## config.mk

```make
export PLATFORM = sky130hd
export DESIGN_NAME = wb_uart_lite_flat
export DESIGN_NICKNAME = d
export VERILOG_FILES = /design/src/rtl/wb_uart_lite_pkg.sv /design/src/rtl/wb_uart_lite_if.sv /design/src/rtl/uart_rx_engine.sv /design/src/rtl/wb_uart_lite.sv /design/src/flat_wrapper.sv
export SDC_FILE = /design/constraint.sdc
export NUM_CORES = 1
export LEC_CHECK = 0
export CORE_ASPECT_RATIO = 0.5
export CORE_MARGIN = 2
export CORE_UTILIZATION = 54
export DETAILED_ROUTE_END_ITERATION = 10
export PLACE_DENSITY = 0.79
export SYNTH_ARGS = -nofsm -noshare
export SYNTH_HDL_FRONTEND = slang
export SYNTH_SLANG_ARGS = --single-unit
```

## constraint.sdc

```tcl
create_clock -name CLK -period 4.5 [get_ports CLK]
set_clock_uncertainty 0.1 [all_clocks]
set_input_delay 0.675 -clock CLK [delete_from_list [all_inputs] [get_ports CLK]]
set_output_delay 0.675 -clock CLK [all_outputs]
set_load 0.05 [all_outputs]
```

## src/rtl/wb_uart_lite_pkg.sv

```systemverilog
// Shared constants, types and helpers for the Wishbone UART and its RX engine.
package wb_uart_lite_pkg;

    // Word offsets decoded from ADR[3:2]
    localparam logic [1:0] RegData   = 2'd0;
    localparam logic [1:0] RegStatus = 2'd1;
    localparam logic [1:0] RegIer    = 2'd2;
    localparam logic [1:0] RegDiv    = 2'd3;

    // STATUS bit positions
    localparam int unsigned StDr   = 0;
    localparam int unsigned StOe   = 1;
    localparam int unsigned StFe   = 2;
    localparam int unsigned StThre = 5;
    localparam int unsigned StTemt = 6;

    typedef enum logic [1:0] {StIdle, StStart, StData, StStop} uart_state_e;

    // Rounded clocks-per-bit for the reset baud rate.
    function automatic logic [15:0] calc_div0(input int unsigned clk_mhz,
                                              input int unsigned baud);
        int unsigned clk_hz;
        clk_hz = clk_mhz * 32'd1000000;
        return 16'((clk_hz + baud / 32'd2) / baud);
    endfunction

endpackage

```

## src/rtl/wb_uart_lite_if.sv

```systemverilog
// Wishbone B3 slave signal bundle for the UART; names follow the SoC port list.
interface wb_uart_lite_if;
    logic [31:0] UART_ADR_I;
    logic [31:0] UART_DAT_I;
    logic [31:0] UART_DAT_O;
    logic        UART_STB_I;
    logic        UART_CYC_I;
    logic        UART_WE_I;
    logic [3:0]  UART_SEL_I;
    logic [2:0]  UART_CTI_I;
    logic [1:0]  UART_BTE_I;
    logic        UART_LOCK_I;
    logic        UART_ACK_O;
    logic        UART_RTY_O;
    logic        UART_ERR_O;

    modport master (
        output UART_ADR_I, UART_DAT_I, UART_STB_I, UART_CYC_I, UART_WE_I, UART_SEL_I,
               UART_CTI_I, UART_BTE_I, UART_LOCK_I,
        input  UART_DAT_O, UART_ACK_O, UART_RTY_O, UART_ERR_O
    );

    modport slave (
        input  UART_ADR_I, UART_DAT_I, UART_STB_I, UART_CYC_I, UART_WE_I, UART_SEL_I,
               UART_CTI_I, UART_BTE_I, UART_LOCK_I,
        output UART_DAT_O, UART_ACK_O, UART_RTY_O, UART_ERR_O
    );
endinterface

```

## src/rtl/uart_rx_engine.sv

```systemverilog
// 8N1 receiver: input synchronizer, start validation at mid-bit, LSB-first shift.
module uart_rx_engine
    import wb_uart_lite_pkg::*;
(
    input  logic        clk_i,
    input  logic        rst_ni,
    input  logic        sin_i,
    input  logic [15:0] div_i,
    output logic [7:0]  rx_data_o,
    output logic        rx_valid_o,
    output logic        rx_fe_o
);

    logic        sync1_q, sin_q;
    uart_state_e state_q, state_d;
    logic [15:0] cnt_q, cnt_d;
    logic [15:0] len_q, len_d;
    logic [2:0]  bit_q, bit_d;
    logic [7:0]  shift_q, shift_d;
    logic        armed_q, armed_d;

    always_ff @(posedge clk_i or negedge rst_ni) begin
        if (!rst_ni) begin
            sync1_q <= 1'b1;
            sin_q   <= 1'b1;
            state_q <= StIdle;
            cnt_q   <= '0;
            len_q   <= 16'd2;
            bit_q   <= '0;
            shift_q <= '0;
            armed_q <= 1'b0;
        end else begin
            sync1_q <= sin_i;
            sin_q   <= sync1_q;
            state_q <= state_d;
            cnt_q   <= cnt_d;
            len_q   <= len_d;
            bit_q   <= bit_d;
            shift_q <= shift_d;
            armed_q <= armed_d;
        end
    end

    // Bit length is latched at each boundary so a divisor change never splits a bit.
    always_comb begin
        state_d    = state_q;
        cnt_d      = cnt_q + 16'd1;
        len_d      = len_q;
        bit_d      = bit_q;
        shift_d    = shift_q;
        armed_d    = armed_q;
        rx_valid_o = 1'b0;
        case (state_q)
            StIdle: begin
                cnt_d = '0;
                if (!armed_q) begin
                    armed_d = sin_q;
                end else if (!sin_q) begin
                    state_d = StStart;
                    len_d   = div_i;
                end
            end
            StStart: begin
                if (cnt_q == (len_q >> 1) - 16'd1) begin
                    cnt_d = '0;
                    len_d = div_i;
                    if (sin_q) begin
                        state_d = StIdle;
                        armed_d = 1'b0;
                    end else begin
                        state_d = StData;
                        bit_d   = '0;
                    end
                end
            end
            StData: begin
                if (cnt_q == len_q - 16'd1) begin
                    cnt_d   = '0;
                    len_d   = div_i;
                    shift_d = {sin_q, shift_q[7:1]};
                    bit_d   = bit_q + 3'd1;
                    if (bit_q == 3'd7) begin
                        state_d = StStop;
                    end
                end
            end
            StStop: begin
                if (cnt_q == len_q - 16'd1) begin
                    rx_valid_o = 1'b1;
                    state_d    = StIdle;
                    armed_d    = 1'b0;
                end
            end
            default: state_d = StIdle;
        endcase
    end

    assign rx_data_o = shift_q;
    assign rx_fe_o   = ~sin_q;

endmodule

```

## src/rtl/wb_uart_lite.sv

```systemverilog
// Wishbone B3 slave UART, 8N1 without FIFO: bus registers, TX shifter and interrupt.
module wb_uart_lite
    import wb_uart_lite_pkg::*;
#(
    parameter int unsigned CLK_IN_MHZ = 50,
    parameter int unsigned BAUD_RATE  = 576000
) (
    input  logic          CLK,
    input  logic          RESET_N,
    wb_uart_lite_if.slave bus,
    output logic          INTR,
    input  logic          SIN,
    output logic          RXRDY_N,
    output logic          SOUT,
    output logic          TXRDY_N
);

    localparam logic [15:0] Div0 = calc_div0(CLK_IN_MHZ, BAUD_RATE);

    logic        ack_q, we_q, sel_nz_q;
    logic [1:0]  adr_q;
    logic [15:0] wdat_q;
    logic [1:0]  ier_q;
    logic [15:0] div_q;
    logic [7:0]  thr_q, rbr_q;
    logic        dr_q, oe_q, fe_q, thre_q, temt_q, intr_q;
    logic [31:0] rdata;
    logic        req, wr, rd, thr_wr, data_rd, stat_rd, oe_set, fe_set;
    logic [7:0]  rx_data;
    logic        rx_valid, rx_fe;

    uart_state_e tx_state_q, tx_state_d;
    logic [15:0] tx_cnt_q, tx_cnt_d, tx_len_q, tx_len_d;
    logic [2:0]  tx_bit_q, tx_bit_d;
    logic [7:0]  tx_shift_q, tx_shift_d;
    logic        sout_q, sout_d, tx_load, tx_done;

    logic unused_bus;
    assign unused_bus = ^{bus.UART_ADR_I[31:4], bus.UART_ADR_I[1:0], bus.UART_DAT_I[31:16],
                          bus.UART_CTI_I, bus.UART_BTE_I, bus.UART_LOCK_I};

    // The request is captured so side effects in the ACK cycle use its own attributes.
    assign req     = bus.UART_STB_I & bus.UART_CYC_I & ~ack_q;
    assign wr      = ack_q & we_q & sel_nz_q;
    assign rd      = ack_q & ~we_q;
    assign thr_wr  = wr & (adr_q == RegData) & thre_q;
    assign data_rd = rd & (adr_q == RegData);
    assign stat_rd = rd & (adr_q == RegStatus);
    assign oe_set  = rx_valid & dr_q & ~data_rd;
    assign fe_set  = rx_valid & rx_fe;

    uart_rx_engine u_rx (
        .clk_i      (CLK),
        .rst_ni     (RESET_N),
        .sin_i      (SIN),
        .div_i      (div_q),
        .rx_data_o  (rx_data),
        .rx_valid_o (rx_valid),
        .rx_fe_o    (rx_fe)
    );

    always_ff @(posedge CLK or negedge RESET_N) begin
        if (!RESET_N) begin
            ack_q    <= 1'b0;
            adr_q    <= '0;
            we_q     <= 1'b0;
            sel_nz_q <= 1'b0;
            wdat_q   <= '0;
            ier_q    <= '0;
            div_q    <= Div0;
            thr_q    <= '0;
            rbr_q    <= '0;
            dr_q     <= 1'b0;
            oe_q     <= 1'b0;
            fe_q     <= 1'b0;
            thre_q   <= 1'b1;
            temt_q   <= 1'b1;
            intr_q   <= 1'b0;
        end else begin
            ack_q <= req;
            if (req) begin
                adr_q    <= bus.UART_ADR_I[3:2];
                we_q     <= bus.UART_WE_I;
                sel_nz_q <= |bus.UART_SEL_I;
                wdat_q   <= bus.UART_DAT_I[15:0];
            end
            if (wr && adr_q == RegIer) ier_q <= wdat_q[1:0];
            if (wr && adr_q == RegDiv) div_q <= (wdat_q < 16'd2) ? 16'd2 : wdat_q;
            if (thr_wr) thr_q <= wdat_q[7:0];
            if (tx_load) thre_q <= 1'b1;
            else if (thr_wr) thre_q <= 1'b0;
            if (tx_load) temt_q <= 1'b0;
            else if (tx_done) temt_q <= 1'b1;
            if (rx_valid) rbr_q <= rx_data;
            if (rx_valid) dr_q <= 1'b1;
            else if (data_rd) dr_q <= 1'b0;
            if (oe_set) oe_q <= 1'b1;
            else if (stat_rd) oe_q <= 1'b0;
            if (fe_set) fe_q <= 1'b1;
            else if (stat_rd) fe_q <= 1'b0;
            intr_q <= (ier_q[0] & dr_q) | (ier_q[1] & thre_q);
        end
    end

    always_comb begin
        rdata = '0;
        case (adr_q)
            RegData:   rdata[7:0] = rbr_q;
            RegStatus: begin
                rdata[StDr]   = dr_q;
                rdata[StOe]   = oe_q;
                rdata[StFe]   = fe_q;
                rdata[StThre] = thre_q;
                rdata[StTemt] = temt_q;
            end
            RegIer:    rdata[1:0] = ier_q;
            RegDiv:    rdata[15:0] = div_q;
            default:   rdata = '0;
        endcase
    end

    assign bus.UART_DAT_O = ack_q ? rdata : 32'd0;
    assign bus.UART_ACK_O = ack_q;
    assign bus.UART_RTY_O = 1'b0;
    assign bus.UART_ERR_O = 1'b0;

    always_ff @(posedge CLK or negedge RESET_N) begin
        if (!RESET_N) begin
            tx_state_q <= StIdle;
            tx_cnt_q   <= '0;
            tx_len_q   <= Div0;
            tx_bit_q   <= '0;
            tx_shift_q <= '0;
            sout_q     <= 1'b1;
        end else begin
            tx_state_q <= tx_state_d;
            tx_cnt_q   <= tx_cnt_d;
            tx_len_q   <= tx_len_d;
            tx_bit_q   <= tx_bit_d;
            tx_shift_q <= tx_shift_d;
            sout_q     <= sout_d;
        end
    end

    always_comb begin
        tx_state_d = tx_state_q;
        tx_cnt_d   = tx_cnt_q + 16'd1;
        tx_len_d   = tx_len_q;
        tx_bit_d   = tx_bit_q;
        tx_shift_d = tx_shift_q;
        sout_d     = sout_q;
        tx_load    = 1'b0;
        tx_done    = 1'b0;
        if (tx_state_q == StIdle) begin
            tx_cnt_d = '0;
            sout_d   = 1'b1;
            if (!thre_q) begin
                tx_load    = 1'b1;
                tx_state_d = StStart;
                tx_len_d   = div_q;
                tx_shift_d = thr_q;
                sout_d     = 1'b0;
            end
        end else if (tx_cnt_q == tx_len_q - 16'd1) begin
            tx_cnt_d = '0;
            tx_len_d = div_q;
            case (tx_state_q)
                StStart: begin
                    tx_state_d = StData;
                    tx_bit_d   = '0;
                    sout_d     = tx_shift_q[0];
                    tx_shift_d = tx_shift_q >> 1;
                end
                StData: begin
                    if (tx_bit_q == 3'd7) begin
                        tx_state_d = StStop;
                        sout_d     = 1'b1;
                    end else begin
                        tx_bit_d   = tx_bit_q + 3'd1;
                        sout_d     = tx_shift_q[0];
                        tx_shift_d = tx_shift_q >> 1;
                    end
                end
                StStop: begin
                    // A pending THR starts the next frame with no idle gap.
                    if (!thre_q) begin
                        tx_load    = 1'b1;
                        tx_state_d = StStart;
                        tx_shift_d = thr_q;
                        sout_d     = 1'b0;
                    end else begin
                        tx_done    = 1'b1;
                        tx_state_d = StIdle;
                        sout_d     = 1'b1;
                    end
                end
                default: tx_state_d = StIdle;
            endcase
        end
    end

    assign SOUT    = sout_q;
    assign INTR    = intr_q;
    assign RXRDY_N = ~dr_q;
    assign TXRDY_N = ~thre_q;

endmodule

```

## src/flat_wrapper.sv

```systemverilog
// flat-port wrapper written by rule: the top's interface ports become plain ports
module wb_uart_lite_flat import wb_uart_lite_pkg::*;
#(
    parameter int unsigned CLK_IN_MHZ = 50,
    parameter int unsigned BAUD_RATE  = 576000
)
  (CLK, RESET_N, INTR, SIN, RXRDY_N, SOUT, TXRDY_N, bus_UART_ADR_I, bus_UART_DAT_I, bus_UART_STB_I, bus_UART_CYC_I, bus_UART_WE_I, bus_UART_SEL_I, bus_UART_CTI_I, bus_UART_BTE_I, bus_UART_LOCK_I, bus_UART_DAT_O, bus_UART_ACK_O, bus_UART_RTY_O, bus_UART_ERR_O);
  wb_uart_lite_if bus_i ();
  input  logic CLK;
  input  logic RESET_N;
  output logic INTR;
  input  logic SIN;
  output logic RXRDY_N;
  output logic SOUT;
  output logic TXRDY_N;
  input wire logic [$bits(bus_i.UART_ADR_I)-1:0] bus_UART_ADR_I;
  input wire logic [$bits(bus_i.UART_DAT_I)-1:0] bus_UART_DAT_I;
  input wire logic [$bits(bus_i.UART_STB_I)-1:0] bus_UART_STB_I;
  input wire logic [$bits(bus_i.UART_CYC_I)-1:0] bus_UART_CYC_I;
  input wire logic [$bits(bus_i.UART_WE_I)-1:0] bus_UART_WE_I;
  input wire logic [$bits(bus_i.UART_SEL_I)-1:0] bus_UART_SEL_I;
  input wire logic [$bits(bus_i.UART_CTI_I)-1:0] bus_UART_CTI_I;
  input wire logic [$bits(bus_i.UART_BTE_I)-1:0] bus_UART_BTE_I;
  input wire logic [$bits(bus_i.UART_LOCK_I)-1:0] bus_UART_LOCK_I;
  output wire logic [$bits(bus_i.UART_DAT_O)-1:0] bus_UART_DAT_O;
  output wire logic [$bits(bus_i.UART_ACK_O)-1:0] bus_UART_ACK_O;
  output wire logic [$bits(bus_i.UART_RTY_O)-1:0] bus_UART_RTY_O;
  output wire logic [$bits(bus_i.UART_ERR_O)-1:0] bus_UART_ERR_O;
  assign bus_i.UART_ADR_I = bus_UART_ADR_I;
  assign bus_i.UART_DAT_I = bus_UART_DAT_I;
  assign bus_i.UART_STB_I = bus_UART_STB_I;
  assign bus_i.UART_CYC_I = bus_UART_CYC_I;
  assign bus_i.UART_WE_I = bus_UART_WE_I;
  assign bus_i.UART_SEL_I = bus_UART_SEL_I;
  assign bus_i.UART_CTI_I = bus_UART_CTI_I;
  assign bus_i.UART_BTE_I = bus_UART_BTE_I;
  assign bus_i.UART_LOCK_I = bus_UART_LOCK_I;
  assign bus_UART_DAT_O = bus_i.UART_DAT_O;
  assign bus_UART_ACK_O = bus_i.UART_ACK_O;
  assign bus_UART_RTY_O = bus_i.UART_RTY_O;
  assign bus_UART_ERR_O = bus_i.UART_ERR_O;
  wb_uart_lite #(.CLK_IN_MHZ(CLK_IN_MHZ), .BAUD_RATE(BAUD_RATE)) u_core (.CLK(CLK), .RESET_N(RESET_N), .bus(bus_i), .INTR(INTR), .SIN(SIN), .RXRDY_N(RXRDY_N), .SOUT(SOUT), .TXRDY_N(TXRDY_N));
endmodule
```

==> impl_summary.txt <==
----------------------------------------------------
[Status]
  Outcome ... completed

[STA]
  Max frequency ... 0.2576 GHz
  Clock period minus final worst setup slack ... 3.882 ns
  Worst slew slack as a fraction of its limit ... 34.17%
  Pin slew with the least headroom to its limit ... 0.9799 ns
  Hold Fails Final Rpt ... 0
  RSZ-0062 raised after global routing ... no
  Setup violations, final ... 0
  Ratio of final minimum period to clock period ... 86.26%
  Max-slew violation total from the final report ... 0
  Worst Hold Margin ... 0.2611 ns
  TNS Setup ... 0 ns

[Global routing]
  Number of global-route vias before repair ... 6321
  Global-route wire length before repair ... 32.11 mm
  Met1 Track Usage GR ... 33.12%
  Global route hottest layer ... met2
  Number of antenna violations at the first check in global routing ... 0
  Gr usage total ... 23.72%
  Met3 Usage GRT ... 3.349%
  Overall overflow remaining after global route ... 0
  Met2 usage in global routing ... 38.72%
  Pin count of the biggest net entering global routing ... 112

[Routing]
  Number of nets with antenna violations after detailed routing ... 0
  Total via count after detailed routing ... 6523
  Wire length per cell ... 17.39 µm
  Total wire length after detailed routing ... 19.15 mm
  Number of design-rule violations left by the first detailed-router iteration ... 537
  First drt pass iteration count ... 5
  Via density per instance ... 5.925
  Final routed DRC violation total ... 0

[Clocking]
  Max clock buf depth ... 2
  CTS sink cnt ... 155
  Post_cts resized ... 0
  Post-CTS Setup Inserts ... 0
  Clock Tree Root ... sky130_fd_sc_hd__clkbuf_16
  Post-CTS clock slew at the launch and capture registers of the worst setup and hold paths ... 0.07 ns
  Worst-Skew Late Latency ... 0.42 ns
  H-tree lvl count ... 4
  Number of hold buffers added after cts ... 0
  Clock tree from TritonCTS ... built
  Number of CTS-inserted buffers ... 17

[Pwr]
  Areal power density over the cells ... 434.2 nW/µm²
  Total Power ... 0.004238 W
  Worst vdd ir ... 0.3078 mV
  Leakage power total ... 4.658 nW

[Placed design]
  Placed insts ... 1069
  Post-Place Cell Area ... 9153 µm²
  Final GP Congestion ... 0.9063
  IO buf count ... 48
  Sum of net half-perimeters after detailed placement ... 13.55 mm

[Logic synthesis]
  Fraction of registers with async set or reset after synthesis ... 100.0%
  Compound-gate portion of the synthesized area ... 10.39%
  Share of cell area taken by muxes after synthesis ... 10.21%
  Area of the mapped netlist ... 8631 µm²
  Adder and majority gate portion of the synthesized area ... 2.464%
  Yosys reg bits ... 155
  Most used flip-flop cell after synthesis ... sky130_fd_sc_hd__dfrtp_1
  Gate count after technology mapping ... 856
  Xor-xnor portion of the synthesized cell area ... 8.220%
  Part of the Yosys area used for sequential elements ... 45.17%
  Main combinational cell family by area after synthesis ... simple AND/OR/NAND/NOR gates
  Synth Area per Inst ... 10.08 µm²
  Simple-gate share of the synthesized area ... 18.35%
  Number of distinct library cell variants in the gate-level netlist after synthesis ... 76
  Number of flops mapped to enable cells by yosys ... 0
  Synth warnings ... 0

[Worst setup path]
  Critical path fanouts, max ... 16
  Kind of start point of the critical path ... flip-flop
  Beginning of the critical path ... u_core.u_rx.len_q[1]
  Type of the worst setup path ... flip-flop to flip-flop
  Biggest cell delay along the critical path ... 0.60 ns
  Kind of capture point of the worst setup path ... flip-flop
  Series of cell instances along the critical path ... inv_1, ha_1, or3b_2, o211a_1, a2111oi_0, o211ai_1, nor4_1, buf_4, a211oi_1, a21o_1, mux2_4
  Data arrival time of the worst path ... 4.08 ns
  Reg2Reg Launch Point ... u_core.u_rx.len_q[1]
  Slowest CP cell ... sky130_fd_sc_hd__a2111oi_0
  WP data required ... 4.70 ns

[Cells and area]
  Sequential cell area ... 3899 µm²
  Number of non-filler instances in the completed layout ... 1101
  Area of the multi-input gates ... 4352 µm²
  Non-Filler Cell Area, Final ... 9759 µm²
  Fraction of layout cells with a size suffix above 1 ... 16.16%
  Most frequent cells in the layout ... sky130_fd_sc_hd__dfrtp_1 (139), sky130_fd_sc_hd__nand2_1 (102), sky130_fd_sc_hd__nor2_1 (65)
  FILL cells ... 1190
  Layout area overhead ... 13.08%
  Ant diodes ... 0
  Most common library cell in the layout ignoring fill and taps ... sky130_fd_sc_hd__dfrtp_1
  Post-layout net count ... 981

[Floorplanning]
  Standard-cell row count ... 32
  Core Region ... 15530 µm²
  Die ar. ... 17070 µm²
  Number of top-level design ports ... 119
  Effective utilization at floorplan ... 55.56%
  Die boundary height ... 93.40 µm
  Die Wd ... 182.8 µm

[Flow run]
  Max capacitance violation total ... 0

[Hold path]
  Class of the tightest hold or removal check ... input pin to async pin

----------------------------------------------------
-- area by class of cell --
class | instances | share of cell area, %
multi-input cells | 627 | 44.59
flip-flops and latches | 155 | 39.95
repair buffers | 57 | 5.628
clock buffers | 18 | 4.397
well taps | 204 | 2.615
clock inverters | 14 | 1.821
inverters | 26 | 1.000
-- cell usage after synthesis (all sizes together), types with 8 or more instances --
| cell | n | area, µm² |
|---|---|---|
| nor3 | 10 | 50.05 |
| xnor2 | 46 | 402.9 |
| dfrtp | 139 | 3478 |
| o21ai | 25 | 128.9 |
| inv | 26 | 97.59 |
| clkbuf | 35 | 131.4 |
| buf | 30 | 215.2 |
| nand3 | 33 | 165.2 |
| and3 | 17 | 106.4 |
| a21oi | 14 | 73.82 |
| xor2 | 35 | 306.5 |
| nor4 | 14 | 100.1 |
| mux2 | 69 | 810.8 |
| o22ai | 9 | 56.30 |
| nand4 | 10 | 62.56 |
| or4 | 11 | 93.84 |
| nor2 | 65 | 244.0 |
| ha | 17 | 212.7 |
| nand2 | 102 | 382.9 |
| a31oi | 8 | 50.05 |
| dfstp | 16 | 420.4 |
-- flip-flops by register name, indices dropped and copies added (netlist names), 3 cells and up, named ones only --
name	count
u_core.u_rx.bit_q	3
u_core.tx_len_q	16
u_core.rbr_q	8
u_core.u_rx.rx_data_o	8
u_core.tx_shift_q	8
u_core.div_q	16
u_core.u_rx.len_q	16
u_core.thr_q	8
u_core.tx_bit_q	3
u_core.tx_cnt_q	16
u_core.u_rx.cnt_q	16
u_core.wdat_q	16
-- power by group --
group          switching, W  internal [W]  total, W  leakage (nW)
clock network      0.000640      0.000842   0.00148         0.291
logic              0.000534      0.000441  0.000975          2.34
registers          0.000233       0.00155   0.00178          2.03
-- layer usage --
metal	vias up	share of wire, %
met4	0	1.4
met3	26	3.9
li1	3051	-
met2	167	47
met1	3279	48
met5	-	0
-- critical path: cells and delay by family (launching register included) --
kind | cells | cell delay (ns)
flops | 1 | 0.57
compound gates | 5 | 1.41
simple gates | 2 | 0.70
buf+inv | 2 | 0.29
fa+ha+maj | 1 | 0.27
mux | 1 | 0.41
-- cell families after synthesis --
kind of cell             Yosys count
AO/OA/AOI/OAI                    121
XOR/XNOR                          81
adder cells (fa/ha/maj)           17
buffers and inverters             91
flip-flops                       155
multiplexers                      76
other                              1
AND/OR/NAND/NOR                  314
-- final timing paths --
path | end | slack (ns) | cells after the start
max | u_core.u_rx.len_q[8] | 0.62 | 11
min | u_core.tx_shift_q[3] | 0.26 | 1
max reg2reg | u_core.u_rx.len_q[8] | 0.62 | 11
min reg2reg | u_core.u_rx.sin_q | 0.26 | 0
max in group asynchronous | u_core.div_q[1] | 3.04 | 2
min in group CLK | u_core.u_rx.sin_q | 0.26 | 0
-- through the flow --
stage / utilization [%] / worst slack, ns
after floorplan: - / 0.9612
after global placement: 58.92 / 0.7033
after detailed placement: 58.92 / 0.6845
after CTS: 62.82 / 0.6897
after global routing: 62.82 / 0.3644
final: 62.82 / 0.6182
Power figures use the tool's default switching activity.
